==> src/rtl/mc_muldiv_if.sv <==
// Handshake and operand bundle for mc_muldiv: the requester drives start/abort/operands,
// the unit returns busy/done/result.
interface mc_muldiv_if #(
  parameter int XLEN = 32
);
  logic            start;
  logic            abort;
  logic [2:0]      func3;
  logic [XLEN-1:0] opa;
  logic [XLEN-1:0] opb;
  logic            busy;
  logic            done;
  logic [XLEN-1:0] result;

  modport master (
    output start, abort, func3, opa, opb,
    input  busy, done, result
  );

  modport slave (
    input  start, abort, func3, opa, opb,
    output busy, done, result
  );
endinterface

==> src/rtl/mc_muldiv.sv <==
// Iterative RV32M/RV64M-style multiply/divide unit: shift-add multiply, restoring divide, one bit per cycle.
// Optional macro MULDIV_FAST_EN adds a one-cycle early-out for divide-by-zero, signed overflow and zero multiplies.
module mc_muldiv #(
  parameter int XLEN = 32
) (
  input logic        clk,
  input logic        rst,
  mc_muldiv_if.slave bus
);
  localparam int CW = $clog2(XLEN + 1);

  typedef enum logic [1:0] {IDLE, CALC, FIN} state_t;

  state_t            state, state_nxt;
  logic [2:0]        op;
  logic [XLEN-1:0]   opa_raw;
  logic [XLEN-1:0]   addend;
  logic [2*XLEN-1:0] acc;
  logic [CW-1:0]     cnt;
  logic              neg_a, neg_b, div_zero, ovf;
  logic              accept, last_step, early, early_mul;

  // Operand decode, only meaningful on the accepting edge
  logic            a_sgn, b_sgn, in_neg_a, in_neg_b, ovf_in;
  logic [XLEN-1:0] amag_in, bmag_in;

  always_comb begin
    a_sgn    = !(bus.func3 inside {3'b011, 3'b101, 3'b111});
    b_sgn    = !(bus.func3 inside {3'b010, 3'b011, 3'b101, 3'b111});
    in_neg_a = a_sgn & bus.opa[XLEN-1];
    in_neg_b = b_sgn & bus.opb[XLEN-1];
    amag_in  = in_neg_a ? -bus.opa : bus.opa;
    bmag_in  = in_neg_b ? -bus.opb : bus.opb;
    ovf_in   = (bus.func3 inside {3'b100, 3'b110}) &&
               (bus.opa == {1'b1, {(XLEN-1){1'b0}}}) && (&bus.opb);
  end

  assign accept    = (state != CALC) && bus.start && !bus.abort;
  assign last_step = (cnt == CW'(XLEN - 1));

`ifdef MULDIV_FAST_EN
  logic mul_zero;
  assign early_mul = mul_zero;
  assign early     = op[2] ? (div_zero || ovf) : mul_zero;
`else
  assign early_mul = 1'b0;
  assign early     = 1'b0;
`endif

  // NOTE: sequential state uses non-blocking assignments so every register samples pre-edge values.
  always_ff @(posedge clk or negedge rst) begin
    if (!rst) state <= IDLE;
    else      state <= state_nxt;
  end

  // NOTE: every combinational output gets a default first so no latch is inferred.
  always_comb begin
    state_nxt = state;
    case (state)
      IDLE:    if (bus.start && !bus.abort) state_nxt = CALC;
      CALC:    if (bus.abort)                 state_nxt = IDLE;
               else if (last_step || early)   state_nxt = FIN;
      FIN:     if (bus.start && !bus.abort)   state_nxt = CALC;
               else                           state_nxt = IDLE;
      default: state_nxt = IDLE;
    endcase
  end

  always_comb begin
    bus.busy = (state == CALC);
    bus.done = (state == FIN);
  end

  // One iteration: multiply adds and shifts right; divide shifts left and trial-subtracts
  logic [XLEN:0]     mul_sum, rem_sh, diff;
  logic [2*XLEN-1:0] acc_step;

  always_comb begin
    mul_sum = {1'b0, acc[2*XLEN-1:XLEN]} + (acc[0] ? {1'b0, addend} : '0);
    rem_sh  = acc[2*XLEN-1:XLEN-1];
    diff    = rem_sh - {1'b0, addend};
    if (op[2]) begin
      if (!diff[XLEN]) acc_step = {diff[XLEN-1:0],   acc[XLEN-2:0], 1'b1};
      else             acc_step = {rem_sh[XLEN-1:0], acc[XLEN-2:0], 1'b0};
    end else begin
      acc_step = {mul_sum, acc[XLEN-1:1]};
    end
  end

  // Sign application and special-case fixup on the final iteration's value
  logic [2*XLEN-1:0] prod;
  logic [XLEN-1:0]   quo, rem, fin_val;

  always_comb begin
    prod = (neg_a ^ neg_b) ? -acc_step : acc_step;
    quo  = (neg_a ^ neg_b) ? -acc_step[XLEN-1:0] : acc_step[XLEN-1:0];
    rem  = neg_a ? -acc_step[2*XLEN-1:XLEN] : acc_step[2*XLEN-1:XLEN];
    case (op)
      3'b000:                 fin_val = early_mul ? '0 : prod[XLEN-1:0];
      3'b001, 3'b010, 3'b011: fin_val = early_mul ? '0 : prod[2*XLEN-1:XLEN];
      3'b100, 3'b101:         fin_val = div_zero ? '1 :
                                        ovf ? {1'b1, {(XLEN-1){1'b0}}} : quo;
      default:                fin_val = div_zero ? opa_raw : ovf ? '0 : rem;
    endcase
  end

  always_ff @(posedge clk or negedge rst) begin
    if (!rst) begin
      op         <= '0;
      opa_raw    <= '0;
      addend     <= '0;
      acc        <= '0;
      cnt        <= '0;
      neg_a      <= 1'b0;
      neg_b      <= 1'b0;
      div_zero   <= 1'b0;
      ovf        <= 1'b0;
      bus.result <= '0;
`ifdef MULDIV_FAST_EN
      mul_zero   <= 1'b0;
`endif
    end else if (accept) begin
      op       <= bus.func3;
      opa_raw  <= bus.opa;
      neg_a    <= in_neg_a;
      neg_b    <= in_neg_b;
      div_zero <= (bus.opb == '0);
      ovf      <= ovf_in;
      cnt      <= '0;
      // Multiply keeps the multiplier in the low half; divide keeps the dividend there
      acc      <= {{XLEN{1'b0}}, bus.func3[2] ? amag_in : bmag_in};
      addend   <= bus.func3[2] ? bmag_in : amag_in;
`ifdef MULDIV_FAST_EN
      mul_zero <= (bus.opa == '0) || (bus.opb == '0);
`endif
    end else if (state == CALC && !bus.abort) begin
      acc <= acc_step;
      cnt <= cnt + 1'b1;
      if (last_step || early) bus.result <= fin_val;
    end
  end
endmodule

==> src/flat_wrapper.sv <==
// flat-port wrapper written by rule: the top's interface ports become plain ports
module mc_muldiv_flat 
#(
  parameter int XLEN = 32
)
  (clk, rst, bus_start, bus_abort, bus_func3, bus_opa, bus_opb, bus_busy, bus_done, bus_result);
  mc_muldiv_if #(.XLEN(XLEN)) bus_i ();
  input logic clk;
  input logic rst;
  input wire logic [$bits(bus_i.start)-1:0] bus_start;
  input wire logic [$bits(bus_i.abort)-1:0] bus_abort;
  input wire logic [$bits(bus_i.func3)-1:0] bus_func3;
  input wire logic [$bits(bus_i.opa)-1:0] bus_opa;
  input wire logic [$bits(bus_i.opb)-1:0] bus_opb;
  output wire logic [$bits(bus_i.busy)-1:0] bus_busy;
  output wire logic [$bits(bus_i.done)-1:0] bus_done;
  output wire logic [$bits(bus_i.result)-1:0] bus_result;
  assign bus_i.start = bus_start;
  assign bus_i.abort = bus_abort;
  assign bus_i.func3 = bus_func3;
  assign bus_i.opa = bus_opa;
  assign bus_i.opb = bus_opb;
  assign bus_busy = bus_i.busy;
  assign bus_done = bus_i.done;
  assign bus_result = bus_i.result;
  mc_muldiv #(.XLEN(XLEN)) u_core (.clk(clk), .rst(rst), .bus(bus_i));
endmodule
==> config.mk <==
export PLATFORM = sky130hd
export DESIGN_NAME = mc_muldiv_flat
export DESIGN_NICKNAME = d
export VERILOG_FILES = /design/src/rtl/mc_muldiv_if.sv /design/src/rtl/mc_muldiv.sv /design/src/flat_wrapper.sv
export SDC_FILE = /design/constraint.sdc
export NUM_CORES = 1
export LEC_CHECK = 0
export CAP_MARGIN = 25
export CORE_MARGIN = 5
export CORE_UTILIZATION = 45
export CTS_CLUSTER_DIAMETER = 30
export CTS_CLUSTER_SIZE = 28
export DETAILED_ROUTE_END_ITERATION = 6
export GPL_ROUTABILITY_DRIVEN = 0
export PLACE_DENSITY = 0.67
export SLEW_MARGIN = 15
export SYNTH_ARGS = -nofsm -noshare
export SYNTH_HDL_FRONTEND = slang
export SYNTH_SLANG_ARGS = --single-unit
==> constraint.sdc <==
create_clock -name clk -period 7.5 [get_ports clk]
set_input_delay 1.875 -clock clk [delete_from_list [all_inputs] [get_ports clk]]
set_output_delay 1.875 -clock clk [all_outputs]
set_load 0.05 [all_outputs]
# Word-level counts from Yosys, hierarchy flattened
# Index checks and enable logic that the tools add are counted.
# word_totals
input_bits	71
regBits	175
out_inout_bits	34
word_cells	86
# op_classes
bitwise	4
eq_ne	18
n_addsub	8
n_reduce_logical	21
muxes	24
# ops
op	n
$mux W32	11
$mux W64	5
$neg A32 Y32	4
$pmux W32 S3	1
$neg A64 Y64	1
$add A32 B33 Y33	1
$sub A33 B32 Y33	1
$eq A32 B32 Y1 const B	1
$logic_not A32 Y1	1
$reduce_and A32 Y1	1
$eq A3 B3 Y1 const B	6
$eq A3 B2 Y1 const B	4
$mux W6	2
$add A6 B1 Y6 const B	1
$eq A6 B5 Y1 const B	1
$logic_and A1 B1 Y1	6
$mux W2	3
$pmux W2 S3	1
$ne A2 B1 Y1 const B	2
$reduce_bool A2 Y1	2
$reduce_bool A4 Y1	1
$eq A3 B1 Y1 const B	1
$logic_not A1 Y1	3
$logic_not A3 Y1	1
13 further kinds	14

# Logic depth before layout (Yosys ltp)
# depth
depth_word	8
depth_mapped	26
mapped_depth_nobuf	23

# Worst setup path before layout
# No wires, ideal clock.
# synth_path
path_type	flip-flop to flip-flop
startpoint	register u_core.acc[31]
endpoint	register u_core.bus.result[30]
path_stages_with_launch	26
path_slack_ns	2.425
t_required_ns	7.366
synth_period_minus_slack_ns	5.075
setup_ns	0.134
arrival_time_ns	4.941
n_path_buf	3
cell_sequence	dfrtp_1 inv_1 ha_1 inv_1 fa_1 a211oi_1 o211ai_1 a211o_1 and3_4 buf_6 nor3_2 buf_6 nor2_2 clkbuf_1 nand2_1 nand3_1 o21ai_0 ha_1 inv_1 a2111o_1 nor2_1 nand2_1 nor4_2 mux2_1 a2111oi_0 nor3_1
# synth_via
elab_chain_len	8
elab_cells_between_ends	14
cone_classes	add/sub (4); mux (10)
# synth_lines
element	line	source
start: declaration	mc_muldiv.sv:18	logic [2*XLEN-1:0] acc;
start signal: assignment	mc_muldiv.sv:131	acc <= {{XLEN{1'b0}}, bus.func3[2] ? amag_in : bmag_in};
start signal: assignment	mc_muldiv.sv:137	acc <= acc_step;
$sub A33 B32 Y33	mc_muldiv.sv:81	diff = rem_sh - {1'b0, addend};
$mux W64	mc_muldiv.sv:83	if (!diff[XLEN]) acc_step = {diff[XLEN-1:0], acc[XLEN-2:0], 1'b1};
$mux W64 *	mc_muldiv.sv:82	if (op[2]) begin
$neg A32 Y32 (on tied branches)	mc_muldiv.sv:97, mc_muldiv.sv:96	
$mux W32 (on tied branches)	mc_muldiv.sv:97, mc_muldiv.sv:96	
$mux W32 (on tied branches)	mc_muldiv.sv:103, mc_muldiv.sv:102	
$mux W32 (on tied branches)	mc_muldiv.sv:103, mc_muldiv.sv:101	
$pmux W32 S3 *	mc_muldiv.sv:98	case (op)
end signal: assignment	mc_muldiv.sv:139	if (last_step || early) bus.result <= fin_val;
end: declaration	mc_muldiv_if.sv:22	output busy, done, result
# Mark *: on every way between the ends. The rest lies on a longest branch, timed or not.
# A chain may end at the register's enable or synchronous reset.

# Worst setup path in the final report
# Ends and elaborated chain as after synthesis.

==> flow_summary.ini <==
[clock_network]
root_buffer = clkbuf_16
insertion_delay_ns = 0.47
post_cts_resized = 0
post_cts_buffers = 0
holdBufCountCts = 0
path_clk_slew_ns = 0.07
cts_buffers = 17
cts.sinks = 175
cts_tree = built
htree_levels = 4
clock_path_buffers = 2

[synth]
synth_cell_types = 103
synth-main-ff-cell = dfrtp_1
synth_edf_count = 0
synthesis.area_um2 = 17380
synth-seq-area-share_pct = 25.19
ys_ff_latch = 175
synth_area_per_cell_um2 = 7.588
ys_async_sr_fraction_pct = 100.0
yosysWarnings = 0
syn_inst = 2291
syn_nets = 2433

[sta]
finalWorstSetupSlack_ns = 1.237
fin_skew_ns = 0.01480
fin_tns_setup_ns = 0
hold_ws_ns = 0.4814
period_minus_slack_ns = 6.263
post-route-period-util_pct = 83.50
setup_violations = 0
finalMaxSlewViolations = 0
maxSlewHeadroom_pct = 23.27
rsz0062_at_grt = no
fmax_ghz = 0.1597
worst_pin_slew_ns = 1.146
hold_violations = 0

[job]
drv_cap = 0

[critical_path]
worstSetupPathType = reg2reg
worstSetupEndpointType = register
critPathMaxFanout = 14
required_ns = 7.83
cp-start-kind = register
crit_arrival_ns = 6.59
ff2ff_setup_slack_ns = 1.24

[final_layout]
diodes = 0
final_common_cell = nand2_1
utilization_pct = 50.35
fin_cells = 2838
syn2layout_area_growth_pct = 11.42
fillers = 3806
layout-drive-gt1-share_pct = 5.647
fin_nets = 2451
final_cell_mix = nand2_1, o21ai_0, nor2_1

[power]
p_int_mw = 3.040
p_per_area_nw_per_um2 = 336.4
combPwrFrac_pct = 65.0
p_switching_mw = 3.476
p_leak_nw = 7.863
p_clk_share_pct = 13.6
sequentialPowerShare_pct = 21.4
power.share.switching_pct = 53.34
irDropWorstVdd_v = 0.0002209

[global_routing]
grt_pass1_vias = 17380
grt_overflow = 0
track_usage_pct = 32.24
grt_pass1_wl_mm = 105.5
antenna_found_initial = 4
grt_max_degree = 134

[floorplanning]
die_h_um = 206.6
core-area_um2 = 38470
start_util_pct = 45.19
num_io_pins = 105
die_area_um2 = 42660
die_w_um = 206.6
rows = 72

[routing]
vias = 18730
drc = 0
drt-vias-per-instance = 6.600
wl_per_cell_um = 24.67
drt-initial-drc-count = 2500
ant_nets = 0
wl_mm = 70.02
first_pass_iters = 7

[outcome]
status = completed

[placed_design]
dp_slack_ns = 1.442
io_buffers = 104
hpwlAfterDp_mm = 53.60
dp_cells = 2806

[worst_hold_path]
min_path_type = reg2reg
==> stage by stage <==
step                area (µm²)  power [mW]
detailed placement       18790       5.459
CTS                      19330       6.351
floorplan                17380       4.176
finish                   19370       6.516
global route             19370       6.863
global placement         18790       5.386
==> power groups by stage <==
stage,clock (mW),combinational [mW],sequential (mW)
after floorplan,0,2.92,1.26
final,0.883,4.24,1.39
after global placement,0,3.99,1.40
after detailed placement,0,4.06,1.40
after CTS,0.884,4.08,1.39
after global routing,0.924,4.53,1.41
==> worst max-delay path, cell delays in order, from the launching register on <==
cell and delay (ns):
dfrtp_1 0.46, inv_1 0.09, ha_1 0.16, inv_1 0.05
fa_1 0.42, a211oi_1 0.36, o211ai_1 0.20, a211o_1 0.37
nand3_1 0.26, a21oi_2 0.11, nor2_2 0.71, nand2_1 0.10
o21ai_0 0.10, a21oi_1 0.18, inv_1 0.15, ha_1 0.18
inv_1 0.07, a2111o_1 0.38, nor2_1 0.23, nand2_1 0.29
nor4_2 0.40, mux2_1 0.36, a2111oi_0 0.39, nor3_1 0.10
==> path summary, 6_finish.rpt <==
kind | startpoint | end | depth (start not counted)
hold reg to reg | u_core.opa_raw[29]$_DFFE_PN0P_ | u_core.opa_raw[29]$_DFFE_PN0P_ | 2
setup reg to reg | u_core.acc[31]$_DFFE_PN0P_ | u_core.bus.result[30]$_DFFE_PN0P_ | 23
setup / recovery | u_core.acc[31]$_DFFE_PN0P_ | u_core.bus.result[30]$_DFFE_PN0P_ | 23
max in group asynchronous | rst | u_core.bus.result[20]$_DFFE_PN0P_ | 2
hold / removal | u_core.opa_raw[29]$_DFFE_PN0P_ | u_core.opa_raw[29]$_DFFE_PN0P_ | 2
min in group asynchronous | rst | u_core.opa_raw[7]$_DFFE_PN0P_ | 1
==> kinds of logic after synthesis <==
| family | count (synthesis) | synth area share [%] |
|---|---|---|
| AND/OR/NAND/NOR | 841 | 22.92 |
| AO/OA/AOI/OAI | 756 | 29.27 |
| buffers and inverters | 207 | 4.865 |
| XOR/XNOR | 188 | 9.472 |
| flip-flops | 175 | 25.19 |
| adder cells (fa/ha/maj) | 71 | 5.197 |
| multiplexers | 53 | 3.088 |
==> state kept, by name, summed over array words and instances, names as in the netlist <==
name	flops
u_core.ovf	1
u_core.acc	64
u_core.opa_raw	32
u_core.state	2
u_core.div_zero	1
u_core.neg_b	1
u_core.op	3
u_core.bus.result	32
u_core.neg_a	1
u_core.cnt	6
u_core.addend	32
==> final cells by class <==
| type | count | area [µm²] | area share [%] |
|---|---|---|---|
| multi-input cells | 1909 | 12210 | 63.03 |
| flip-flops and latches | 175 | 4383 | 22.63 |
| repair buffers | 138 | 1333 | 6.879 |
| well taps | 518 | 648.1 | 3.346 |
| clock buffers | 19 | 432.9 | 2.235 |
| inverters | 68 | 255.2 | 1.318 |
| clock inverters | 11 | 108.9 | 0.5620 |
==> cell usage after synthesis, drive strengths merged, types with 28 or more instances <==
library cell / number / area, µm²
o31ai: 37 / 296.5
buf: 39 / 214.0
xor2: 81 / 709.4
nand2: 339 / 1277
nand4: 28 / 187.7
and2: 48 / 300.3
clkbuf: 100 / 376.6
nand3: 49 / 250.2
ha: 69 / 863.3
a21oi: 165 / 829.6
a31oi: 32 / 200.2
xnor2: 107 / 937.2
dfrtp: 175 / 4379
o21ai: 203 / 1020
a221oi: 39 / 371.6
mux2i: 48 / 480.5
nor3: 66 / 345.3
inv: 66 / 247.7
nor2: 180 / 680.7
o211ai: 60 / 450.4
==> metal layers <==
layer	track usage (%)	up-vias	routed length (µm)
li1	-	8432	-
met1	42.00	8923	27250
met2	46.95	1122	29500
met3	9.077	253	7840
met4	20.65	2	5419
met5	0	-	11
(Power assumes the default switching activity.)
==> RTL edit, RTL diff (same flow settings) <==
`XLEN` is set to 32 in 3 places; all go to 16.
--- a/src/rtl/mc_muldiv_if.sv
+++ b/src/rtl/mc_muldiv_if.sv
@@ -3,3 +3,3 @@
 interface mc_muldiv_if #(
-  parameter int XLEN = 32
+  parameter int XLEN = 16
 );
--- a/src/rtl/mc_muldiv.sv
+++ b/src/rtl/mc_muldiv.sv
@@ -3,3 +3,3 @@
 module mc_muldiv #(
-  parameter int XLEN = 32
+  parameter int XLEN = 16
 ) (
--- a/src/flat_wrapper.sv
+++ b/src/flat_wrapper.sv
@@ -3,3 +3,3 @@
 #(
-  parameter int XLEN = 32
+  parameter int XLEN = 16
 )
Ports: changed (resized bus_opa, bus_opb and bus_result); port bits go from 105 to 57. No check against the original RTL was run, so the function may have changed too.
==> RTL edit against the original RTL <==
Design area shrank 51%; sequential cell count decreased by 81; total power decreased by 54%; critical path depth decreased by 8; combinational power down 58%; first-iteration DRC count shrank 63%; cell count is 53% lower; routed wire length shrank 61%; synthesized area is 51% lower; setup slack improved by 1.4 ns; count of clock-buffer cells in the layout fell by 10; largest cell class unchanged.
==> RTL edit: results (changes against the original RTL) <==
metric,value,unit,change
status,"complete, no violations",,unchanged
synthesized instance count,1084,,"was 2,291"
slowest library cell on the worst path,a211oi_2,,was nor2_2
post-synthesis mux area share,3.47,%,was 3.09%
Pwr Density,317,nW/um^2,was 336 nW/um^2
min-delay src,u_core.bus.result[3],,was u_core.opa_raw[29]
Sequential cell area,2350,sq um,was 4380 sq um
final wirelength,27100,um,"was 70,000 um"
Comb power,1.80,mW,was 4.24 mW
vias in the first global route,7847,,"was 17,400"
H-tree lvl count,3,,was 4
First DRT Iteration DRCs,922,,"was 2,500"
reg2reg path depth,15,,was 23
Worst Path Arrival,5.14,ns,was 6.59 ns
ranking of synthesized cells by area,"dfrtp_1, nand2_1, o21ai_0, ha_1, xnor2_1",,"was dfrtp_1, nand2_1, o21ai_0, xnor2_1, ha_1"
final-stage net count,1180,,"was 2,451"
global-route wire length before repair,43500,um,"was 105,000 um"
largest net degree at the start of global routing,73,,was 134
sequential element share of the synthesized area,27.8,%,was 25.2%
Via density,6.16,,was 6.60
area grow syn2layout,11.6,%,was 11.4%
R2R Setup Slk,2.61,ns,was 1.24 ns
DRT Pass-1 Iters,5,,was 7
share of layout cells above drive strength 1,5.79,%,was 5.65%
initial antenna violation count,0,,was 4
worst-skew pair later-pin latency,0.37,ns,was 0.47 ns
max FFs per register,32,,was 64
Post-Synth XOR/XNOR Area,9.09,%,was 9.47%
Critical Path Fanout Max,13,,was 14
P_leak,4.04,nW,was 7.86 nW
Pint,1.47,mW,was 3.04 mW
Non-Filler Instances,1340,,"was 2,838"
[RTL edit: cell types whose count changed in the layout (fill, tap and decap cells not counted), sizes merged, moves of 44 or more]
cell / unedited run / this run
a21oi: 165 / 76
clkdlybuf4s50: 102 / 55
dfrtp: 175 / 94
nand2: 339 / 169
nor2: 180 / 98
o211ai: 60 / 16
o21ai: 203 / 107
xnor2: 107 / 54
xor2: 81 / 34
[RTL edit: through the flow]
stage	hold slack [ns]	setup slack, ns
floorplan	0.446	3.55
global placement	0.464	2.61
detailed placement	0.466	2.60
CTS	0.485	2.72
global route	0.524	2.36
finish	0.477	2.61
[RTL edit: cell type report]
type	count	share of cell area, %
tap	234	3.09
clock buffer	9	2.38
inverter	43	1.71
clock inverter	7	0.846
multi-input combinational	889	60.6
timing repair buffer	64	6.51
sequential	94	24.9
[RTL edit: metal layers]
metal  GRT usage [%]  up-vias  wire length [um]
met5               0        -                 0
li1                -     3962                 -
met4            10.1        0              1120
met1            35.3     3872             11900
met2            38.6      341             11900
met3            4.44       77              2200
